===== src/rtl/ram_port_arbiter.sv =====
// Two-port valid/ready front end for a single-port RAM with byte-strobe writes (read-merge)
// and a one-entry read response buffer per port. Define RAM_ARB_RR_EN for round-robin arbitration.
module ram_port_arbiter #(
    parameter int ADDR_WIDTH = 16,
    parameter int DATA_WIDTH = 32
) (
    input  logic                    clk,
    input  logic                    rst_n,
    input  logic                    p0_req_valid,
    output logic                    p0_req_ready,
    input  logic                    p0_req_we,
    input  logic [ADDR_WIDTH-1:0]   p0_req_addr,
    input  logic [DATA_WIDTH-1:0]   p0_req_wdata,
    input  logic [DATA_WIDTH/8-1:0] p0_req_wstrb,
    output logic                    p0_rsp_valid,
    input  logic                    p0_rsp_ready,
    output logic [DATA_WIDTH-1:0]   p0_rsp_rdata,
    input  logic                    p1_req_valid,
    output logic                    p1_req_ready,
    input  logic                    p1_req_we,
    input  logic [ADDR_WIDTH-1:0]   p1_req_addr,
    input  logic [DATA_WIDTH-1:0]   p1_req_wdata,
    input  logic [DATA_WIDTH/8-1:0] p1_req_wstrb,
    output logic                    p1_rsp_valid,
    input  logic                    p1_rsp_ready,
    output logic [DATA_WIDTH-1:0]   p1_rsp_rdata,
    output logic                    ram_we,
    output logic [ADDR_WIDTH-1:0]   ram_addr,
    output logic [DATA_WIDTH-1:0]   ram_din,
    input  logic [DATA_WIDTH-1:0]   ram_dout
);

    localparam int STRB_W = DATA_WIDTH / 8;

    function automatic logic [DATA_WIDTH-1:0] strobe_merge(
        input logic [DATA_WIDTH-1:0] wdata,
        input logic [DATA_WIDTH-1:0] old,
        input logic [STRB_W-1:0]     strb
    );
        logic [DATA_WIDTH-1:0] merged;
        merged = old;
        for (int b = 0; b < STRB_W; b++) begin
            if (strb[b]) begin
                merged[8*b +: 8] = wdata[8*b +: 8];
            end else begin
                merged[8*b +: 8] = old[8*b +: 8];
            end
        end
        return merged;
    endfunction

    logic [1:0]            rsp_full_r;
    logic [DATA_WIDTH-1:0] rsp_data_r [2];
    logic                  last_grant_r;

    logic [1:0]            eligible_s;
    logic [1:0]            grant_s;
    logic [1:0]            rd_fill_s;
    logic [1:0]            rsp_ready_s;
    logic                  sel_we_s;
    logic [ADDR_WIDTH-1:0] sel_addr_s;
    logic [DATA_WIDTH-1:0] sel_wdata_s;
    logic [STRB_W-1:0]     sel_strb_s;

    // A read is only held off while its buffer is full and not being drained this cycle.
    assign eligible_s[0] = p0_req_valid & (p0_req_we | ~rsp_full_r[0] | p0_rsp_ready);
    assign eligible_s[1] = p1_req_valid & (p1_req_we | ~rsp_full_r[1] | p1_rsp_ready);
    assign rsp_ready_s   = {p1_rsp_ready, p0_rsp_ready};
    assign rd_fill_s     = grant_s & ~{p1_req_we, p0_req_we};

    assign p0_req_ready  = grant_s[0];
    assign p1_req_ready  = grant_s[1];
    assign p0_rsp_valid  = rsp_full_r[0];
    assign p1_rsp_valid  = rsp_full_r[1];
    assign p0_rsp_rdata  = rsp_data_r[0];
    assign p1_rsp_rdata  = rsp_data_r[1];

    // Grant selection; nothing is granted while reset is asserted.
    always_comb begin
        grant_s = 2'b00;
        if (!rst_n) begin
            grant_s = 2'b00;
        end else begin
            case (eligible_s)
                2'b01:   grant_s = 2'b01;
                2'b10:   grant_s = 2'b10;
`ifdef RAM_ARB_RR_EN
                2'b11:   grant_s = last_grant_r ? 2'b01 : 2'b10;
`else
                // last_grant is still tracked, but fixed priority always picks port 0
                2'b11:   grant_s = last_grant_r ? 2'b01 : 2'b01;
`endif
                default: grant_s = 2'b00;
            endcase
        end
    end

    // Request fields of the port that owns the RAM this cycle (port 0 when idle).
    always_comb begin
        sel_we_s    = p0_req_we;
        sel_addr_s  = p0_req_addr;
        sel_wdata_s = p0_req_wdata;
        sel_strb_s  = p0_req_wstrb;
        if (grant_s[1]) begin
            sel_we_s    = p1_req_we;
            sel_addr_s  = p1_req_addr;
            sel_wdata_s = p1_req_wdata;
            sel_strb_s  = p1_req_wstrb;
        end else begin
            sel_we_s    = p0_req_we;
            sel_addr_s  = p0_req_addr;
            sel_wdata_s = p0_req_wdata;
            sel_strb_s  = p0_req_wstrb;
        end
    end

    // RAM port drive; idle cycles rewrite nothing because we stays low.
    always_comb begin
        ram_addr = sel_addr_s;
        ram_we   = 1'b0;
        ram_din  = ram_dout;
        if (grant_s != 2'b00) begin
            ram_we  = sel_we_s;
            ram_din = sel_we_s ? strobe_merge(sel_wdata_s, ram_dout, sel_strb_s) : ram_dout;
        end else begin
            ram_we  = 1'b0;
            ram_din = ram_dout;
        end
    end

    // Response buffers: fill wins over drain so back-to-back reads stream.
    always_ff @(posedge clk or negedge rst_n) begin
        if (!rst_n) begin
            rsp_full_r    <= 2'b00;
            rsp_data_r[0] <= {DATA_WIDTH{1'b0}};
            rsp_data_r[1] <= {DATA_WIDTH{1'b0}};
        end else begin
            for (int n = 0; n < 2; n++) begin
                if (rd_fill_s[n]) begin
                    rsp_full_r[n] <= 1'b1;
                    rsp_data_r[n] <= ram_dout;
                end else if (rsp_ready_s[n]) begin
                    rsp_full_r[n] <= 1'b0;
                end else begin
                    rsp_full_r[n] <= rsp_full_r[n];
                end
            end
        end
    end

    // Remember which port won the most recent handshake.
    always_ff @(posedge clk or negedge rst_n) begin
        if (!rst_n) begin
            last_grant_r <= 1'b1;
        end else if (grant_s != 2'b00) begin
            last_grant_r <= grant_s[1];
        end else begin
            last_grant_r <= last_grant_r;
        end
    end

endmodule


===== config.mk =====
export PLATFORM = sky130hd
export DESIGN_NAME = ram_port_arbiter
export DESIGN_NICKNAME = d
export VERILOG_FILES = /design/src/rtl/ram_port_arbiter.sv
export SDC_FILE = /design/constraint.sdc
export NUM_CORES = 1
export LEC_CHECK = 0
export CAP_MARGIN = 20
export CORE_ASPECT_RATIO = 0.6
export CORE_MARGIN = 2
export CORE_UTILIZATION = 35
export CTS_CLUSTER_SIZE = 8
export DETAILED_ROUTE_END_ITERATION = 16
export PLACE_DENSITY = 0.91
export RECOVER_POWER = 25
export SYNTH_ARGS = -nofsm -noshare
export SYNTH_HDL_FRONTEND = slang
export SYNTH_SLANG_ARGS = --single-unit
export TNS_END_PERCENT = 30

===== constraint.sdc =====
create_clock -name clk -period 5 [get_ports clk]
set_input_delay 1 -clock clk [delete_from_list [all_inputs] [get_ports clk]]
set_output_delay 1 -clock clk [all_outputs]
set_load 0.02 [all_outputs]

### Word-level counts from Yosys, hierarchy flattened

Cells that the tools add are included.

| word-level totals | value |
|---|---|
| output and inout port bits | 117 |
| input bits | 144 |
| memories kept | 0 |
| bits in writable memories | 0 |
| word-level logic and storage cells | 38 |
| latch bits | 0 |
| register bits | 66 |
| bits in read-only memories | 0 |

| cells by class | value |
|---|---|
| multiplexer cells | 17 |
| $add $sub $neg | 0 |
| equality and inequality tests | 3 |
| $lt $le $gt $ge | 0 |
| reduce and logical (&&, ||, !) cells | 4 |
| shift-type cells | 0 |
| divide/modulo/power cells | 0 |
| bitwise logic cells | 10 |
| $mul | 0 |

Operator list:

| operator | number |
|---|---|
| $mux W32 | 3 |
| $mux W8 | 4 |
| $mux W16 | 1 |
| $mux W1 | 6 |
| $reduce_bool A2 Y1 | 3 |
| $eq A2 B2 Y1 const B | 2 |
| $mux W4 | 1 |
| $or A1 B1 Y1 | 4 |
| $pmux W2 S2 | 1 |
| $and A1 B1 Y1 | 2 |
| $and A2 B2 Y2 | 1 |
| $eq A2 B1 Y1 const B | 1 |
| $mux W2 | 1 |
| $not A1 Y1 | 2 |
| $not A2 Y2 | 1 |
| $reduce_or A2 Y1 | 1 |

### Depth between registers and ports, before layout

| logic depth | value |
|---|---|
| depth after elaboration | 12 |
| depth in mapped cells | 7 |
| gate-level depth less buffers | 4 |

### Worst setup path after synthesis

Ideal clock, no wire load.

| timing path | value |
|---|---|
| kind | input port to output port |
| start point | input port p0_req_we |
| end point | output port ram_addr[10] |
| arrival | 2.420 ns |
| setup slack | 1.580 ns |
| data required time | 4.000 ns |
| path buffers | 2 |
| stages on the path | 5 |
| cells stage by stage | nor3b_2 o2111a_4 buf_6 buf_2 mux2_2 |

| on the way | value |
|---|---|
| word-level cells in the longest chain between the ends | 8 |
| elaborated cells on any way between the ends | 10 |
| classes of those cells | 3 x eq/ne; 3 x mux; 3 x bitwise; 1 x reduce/logical |

Ends and longest elaborated chain:

| item | RTL line | text |
|---|---|---|
| from (decl) | 11 | `input logic p0_req_we,` |
| $or A1 B1 Y1 * (2 in a row) | 66 | `assign eligible_s[0] = p0_req_valid & (p0_req_we \| ~rsp_full_r[0] \| p0_rsp_ready);` |
| $and A1 B1 Y1 * | 66 |  |
| $eq A2 B2 Y1 / $eq A2 B1 Y1 (equally long branches) | 84 | `case (eligible_s)` |
| $reduce_or A2 Y1 (no source line) | - |  |
| $pmux W2 S2 * | 84 |  |
| $mux W2 * | 81 | `if (!rst_n) begin` |
| via p1_req_ready | 19 | `output logic p1_req_ready,` |
| $mux W16 * | 104 | `if (grant_s[1]) begin` |
| to (decl) | 28 | `output logic [ADDR_WIDTH-1:0] ram_addr,` |

Mark *: on every way through the listed nets, which the timed path passes. The rest lies on a longest branch.

### Final worst setup path

| timing path | value |
|---|---|
| start point | input port p1_req_valid |
| end point | output port ram_din[18] |

| on the way | value |
|---|---|
| word-level cells in the longest chain between the ends | 9 |
| elaborated cells on any way between the ends | 14 |
| classes of those cells | 3 x eq/ne; 8 x mux; 1 x bitwise; 2 x reduce/logical |

Ends and longest elaborated chain:

| item | RTL line | text |
|---|---|---|
| from (decl) | 18 | `input logic p1_req_valid,` |
| $and A1 B1 Y1 * | 67 | `assign eligible_s[1] = p1_req_valid & (p1_req_we \| ~rsp_full_r[1] \| p1_rsp_ready);` |
| $eq A2 B2 Y1 / $eq A2 B1 Y1 (equally long branches) | 84 |  |
| $reduce_or A2 Y1 (no source line) | - |  |
| $pmux W2 S2 * | 84 |  |
| $mux W2 * | 81 |  |
| $mux W32 / $mux W4 (equally long branches) | 104 |  |
| $mux W8 | 43 | `if (strb[b]) begin` |
| $mux W32 | 124 | `ram_din = sel_we_s ? strobe_merge(sel_wdata_s, ram_dout, sel_strb_s) : ram_dout;` |
| $mux W32 * | 122 | `if (grant_s != 2'b00) begin` |
| to (decl) | 29 | `output logic [DATA_WIDTH-1:0] ram_din,` |

Every way passes the cells marked *; elsewhere a longest branch is shown, timed or not.

==> report_table.html <==
<table>
<tr><th>Metric</th><th>Value</th></tr>
<tr><th colspan="2">Logic synthesis</th></tr>
<tr><td>Total standard cell area after synthesis</td><td>3920 um2</td></tr>
<tr><td>Count of warnings emitted by yosys</td><td>0</td></tr>
<tr><td>Net count after synthesis</td><td>just over 400</td></tr>
<tr><td>Sequential area share after synthesis</td><td>a little over two fifths</td></tr>
<tr><td>Cell count after synthesis</td><td>267</td></tr>
<tr><td>Post-Synthesis Mean Instance Area</td><td>14.7 um2</td></tr>
<tr><td>Number of distinct library cells after synthesis</td><td>26</td></tr>
<tr><td>Number of synthesized register bits</td><td>66</td></tr>
<tr><th colspan="2">Layout</th></tr>
<tr><td>Synthesis-to-layout area growth</td><td>75.9%</td></tr>
<tr><td>Fillcell total</td><td>842</td></tr>
<tr><td>Number of antenna cells inserted</td><td>0</td></tr>
<tr><td>Total area of multi-input combinational cells</td><td>around 2100 um2</td></tr>
<tr><td>Number of nets in the layout</td><td>between 600 and 700</td></tr>
<tr><td>Share of final-layout standard cells stronger than drive strength 1</td><td>between 30% and 40%</td></tr>
<tr><td>Final cell area excluding filler cells</td><td>approximately 6900 um2</td></tr>
<tr><td>Total area of sequential cells</td><td>around 1700 um2</td></tr>
<tr><th colspan="2">Timing</th></tr>
<tr><td>Number of setup violations in the final report</td><td>0</td></tr>
<tr><td>Worst-margin pin slew</td><td>about 2.3 ns</td></tr>
<tr><td>Final-layout setup total negative slack</td><td>0 ns</td></tr>
<tr><td>Final period demand of the worst path</td><td>4.71 ns</td></tr>
<tr><td>Maximum clock skew at final layout</td><td>about 0.0074 ns</td></tr>
<tr><td>Top achievable clock speed</td><td>approximately 0.21 GHz</td></tr>
<tr><td>Post-route fraction of the period consumed by the critical path</td><td>a little over nine tenths</td></tr>
<tr><td>Worst hold margin</td><td>around 0.50 ns</td></tr>
<tr><td>Setup repair after global routing missed its margin</td><td>false</td></tr>
<tr><td>Final Hold Vio Count</td><td>0</td></tr>
<tr><td>Worst rel slew slack</td><td>-52.9%</td></tr>
<tr><td>Final max-slew violation count</td><td>45</td></tr>
<tr><th colspan="2">Setup path</th></tr>
<tr><td>Worst Setup End Kind</td><td>output port</td></tr>
<tr><td>Critical path data arrival time</td><td>around 3.7 ns</td></tr>
<tr><td>Cell count of the worst reg-to-reg path</td><td>6</td></tr>
<tr><td>Worst-path maximum fanout</td><td>10</td></tr>
<tr><td>Critical path data required time</td><td>~4 ns</td></tr>
<tr><td>Start-to-end type of the worst setup path</td><td>in -&gt; out</td></tr>
<tr><td>CP Launch Type</td><td>input pin</td></tr>
<tr><th colspan="2">Clock network</th></tr>
<tr><td>Post-CTS setup buffers</td><td>0</td></tr>
<tr><td>Clock tree from TritonCTS</td><td>built</td></tr>
<tr><td>H-tree depth</td><td>3</td></tr>
<tr><td>Later-pin clock latency in the skew report</td><td>approximately 0.32 ns</td></tr>
<tr><td>Cell at the root of the clock tree</td><td>clkbuf_16</td></tr>
<tr><td>Number of sinks driven by the clock tree</td><td>66</td></tr>
<tr><td>Clk buf depth</td><td>2</td></tr>
<tr><td>Clock-pin slew on the worst setup and hold paths</td><td>roughly 0.05 ns</td></tr>
<tr><td>Number of buffers created by CTS</td><td>9</td></tr>
<tr><td>Number of hold buffers added after CTS</td><td>0</td></tr>
<tr><td>Quantity of gates resized following cts</td><td>0</td></tr>
<tr><th colspan="2">Placement</th></tr>
<tr><td>Placed Area</td><td>roughly 6600 um2</td></tr>
<tr><td>Placer congestion estimate</td><td>about 0.86</td></tr>
<tr><td>Post-DP HPWL</td><td>9.85 mm</td></tr>
<tr><td>Count of port buffers added during placement</td><td>260</td></tr>
<tr><th colspan="2">Route</th></tr>
<tr><td>DRC viols</td><td>0</td></tr>
<tr><td>Drt initial violations</td><td>116</td></tr>
<tr><td>Vias after detailed routing</td><td>~3300</td></tr>
<tr><td>Number of routed nets with antenna violations</td><td>0</td></tr>
<tr><td>Total routed wirelength</td><td>about 12 mm</td></tr>
<tr><td>Avg WL per Cell</td><td>approximately 19 um</td></tr>
<tr><td>Number of vias per cell</td><td>between 4 and 5</td></tr>
<tr><td>Number of optimization iterations in the first detailed-route pass</td><td>4</td></tr>
<tr><th colspan="2">Global route</th></tr>
<tr><td>Number of antenna violations at the first check in global routing</td><td>0</td></tr>
<tr><td>Total grt overflow</td><td>0</td></tr>
<tr><td>Largest net degree at the start of global routing</td><td>45</td></tr>
<tr><td>Total track usage</td><td>20.7%</td></tr>
<tr><td>Wire length of the first global-routing pass</td><td>slightly below 20 mm</td></tr>
<tr><td>Via count of the first global-routing pass</td><td>between 3000 and 4000</td></tr>
<tr><th colspan="2">Floorplanning</th></tr>
<tr><td>Die area</td><td>between 10000 and 15000 um2</td></tr>
<tr><td>CORE AREA</td><td>approximately 11000 um2</td></tr>
<tr><td>Vertical extent of the die</td><td>about 86 um</td></tr>
<tr><td>Starting Density</td><td>36.5%</td></tr>
<tr><td>IO Pins</td><td>261</td></tr>
<tr><td>Die X</td><td>roughly 140 um</td></tr>
<tr><td>Core Rows</td><td>29</td></tr>
<tr><th colspan="2">Status</th></tr>
<tr><td>Result of the run</td><td>finished with violations</td></tr>
<tr><td>Violated checks</td><td>max-capacitance violations, max-slew violations</td></tr>
<tr><th colspan="2">Hold path</th></tr>
<tr><td>Cell depth of the worst hold path</td><td>1</td></tr>
<tr><td>Hold WC Path Type</td><td>reg -&gt; reg</td></tr>
<tr><th colspan="2">Pwr</th></tr>
<tr><td>P_leak</td><td>~2.8 nW</td></tr>
<tr><td>Worst IR drop on VDD</td><td>roughly 0.16 mV</td></tr>
<tr><td>Power per cell area</td><td>around 320 nW/um2</td></tr>
<tr><th colspan="2">Flow run</th></tr>
<tr><td># Max-Cap Violations</td><td>1</td></tr>
</table>
## Yosys cell counts
cell type,instances,area share (%)
nor3_1,1,0.13
dfrtp_1,66,42
buf_6,5,1.4
o211ai_1,4,0.77
and2b_1,1,0.19
or3b_4,1,0.29
mux2_2,115,33
nor3b_2,1,0.32
or3b_1,1,0.22
a311oi_1,4,0.89
a21oi_1,1,0.13
inv_2,1,0.096
a21o_1,2,0.38
a221oi_4,4,2.7
a21boi_0,4,0.77
o2111a_4,1,0.51
nand2_1,3,0.29
mux2_4,29,11
buf_12,3,1.5
clkbuf_1,1,0.096
nand2b_1,2,0.32
and3_1,4,0.64
clkbuf_2,2,0.26
nor4bb_1,4,1.0
buf_2,5,0.64
inv_1,2,0.19
## worst max-delay path: stages
cell,delay [ns]
clkdlybuf4s50_1,0.66
nand2_1,0.10
a21o_1,0.30
a221oi_4,0.68
mux2_2,0.40
clkdlybuf4s50_1,0.56
## layer usage
metal	share of wire [%]	global-route usage (%)	vias to the layer above
met1	44	26.0	1638
met5	0	0	-
met2	48	35.4	154
met3	6.9	6.20	19
met4	1.3	5.09	0
li1	-	-	1528
## stage by stage
step	utilization (%)	worst slack [ns]	power, mW	cells
floorplan	-	1.58	1.13	267
global placement	61.5	0.397	1.59	654
detailed placement	61.5	0.328	1.61	654
CTS	64.3	0.321	2.26	670
global route	64.2	0.175	2.33	670
finish	64.2	0.286	2.23	670
## cell type report
| type | instances | area share, % |
|---|---|---|
| clock buffer | 10 | 3.46 |
| timing repair buffer | 264 | 38.4 |
| multi-input combinational | 182 | 30.6 |
| inverter | 3 | 0.163 |
| tap | 139 | 2.52 |
| clock inverter | 6 | 0.925 |
| sequential | 66 | 23.9 |
## path summary, 6_finish.rpt
| kind | start | end | slack [ns] |
|---|---|---|---|
| setup reg to reg | rsp_full_r[0] | p1_rsp_rdata[31] | 2.34 |
| max in group asynchronous | rst_n | rsp_full_r[0] | 1.90 |
| hold / removal | p0_rsp_rdata[24] | p0_rsp_rdata[24] | 0.50 |
| setup / recovery | p1_req_valid | ram_din[18] | 0.29 |
| hold reg to reg | p0_rsp_rdata[24] | p0_rsp_rdata[24] | 0.50 |
| min in group asynchronous | rst_n | p0_rsp_rdata[14] | 0.60 |
## report_power, final
part	switching (mW)	leakage (nW)	internal (mW)
Clock	0.229	0.145	0.399
Combinational	0.375	1.84	0.511
Sequential	0.0647	0.789	0.650
Total	0.668	2.78	1.56
## sequential cells by signal (all words and copies together), names as in the netlist
signal	flops
p0_rsp_rdata	32
rsp_full_r	2
p1_rsp_rdata	32
## placed cells by master (no fill, tap or decap), drive strengths merged
| cell type | netlist | layout |
|---|---|---|
| clkinvlp | 0 | 2 |
| nor3 | 1 | 1 |
| nor4bb | 4 | 4 |
| mux2 | 144 | 144 |
| a221oi | 4 | 4 |
| o211ai | 4 | 4 |
| a21oi | 1 | 1 |
| a311oi | 4 | 4 |
| nor3b | 1 | 1 |
| or3b | 2 | 2 |
| a21o | 2 | 2 |
| o2111a | 1 | 1 |
| inv | 3 | 4 |
| nand2b | 2 | 2 |
| and3 | 4 | 4 |
| clkdlybuf4s50 | 0 | 259 |
| buf | 13 | 4 |
| clkbuf | 3 | 11 |
| clkinv | 0 | 2 |
| dfrtp | 66 | 66 |
| nand2 | 3 | 3 |
| bufinv | 0 | 1 |
| a21boi | 4 | 4 |
| and2b | 1 | 1 |
## cells by family after synthesis
kind of cell / synth area share [%]
simple gates: 3.41
compound gates: 6.12
buf+inv: 4.24
flops: 42.1
mux: 44.1
(Power assumes the default switching activity.)
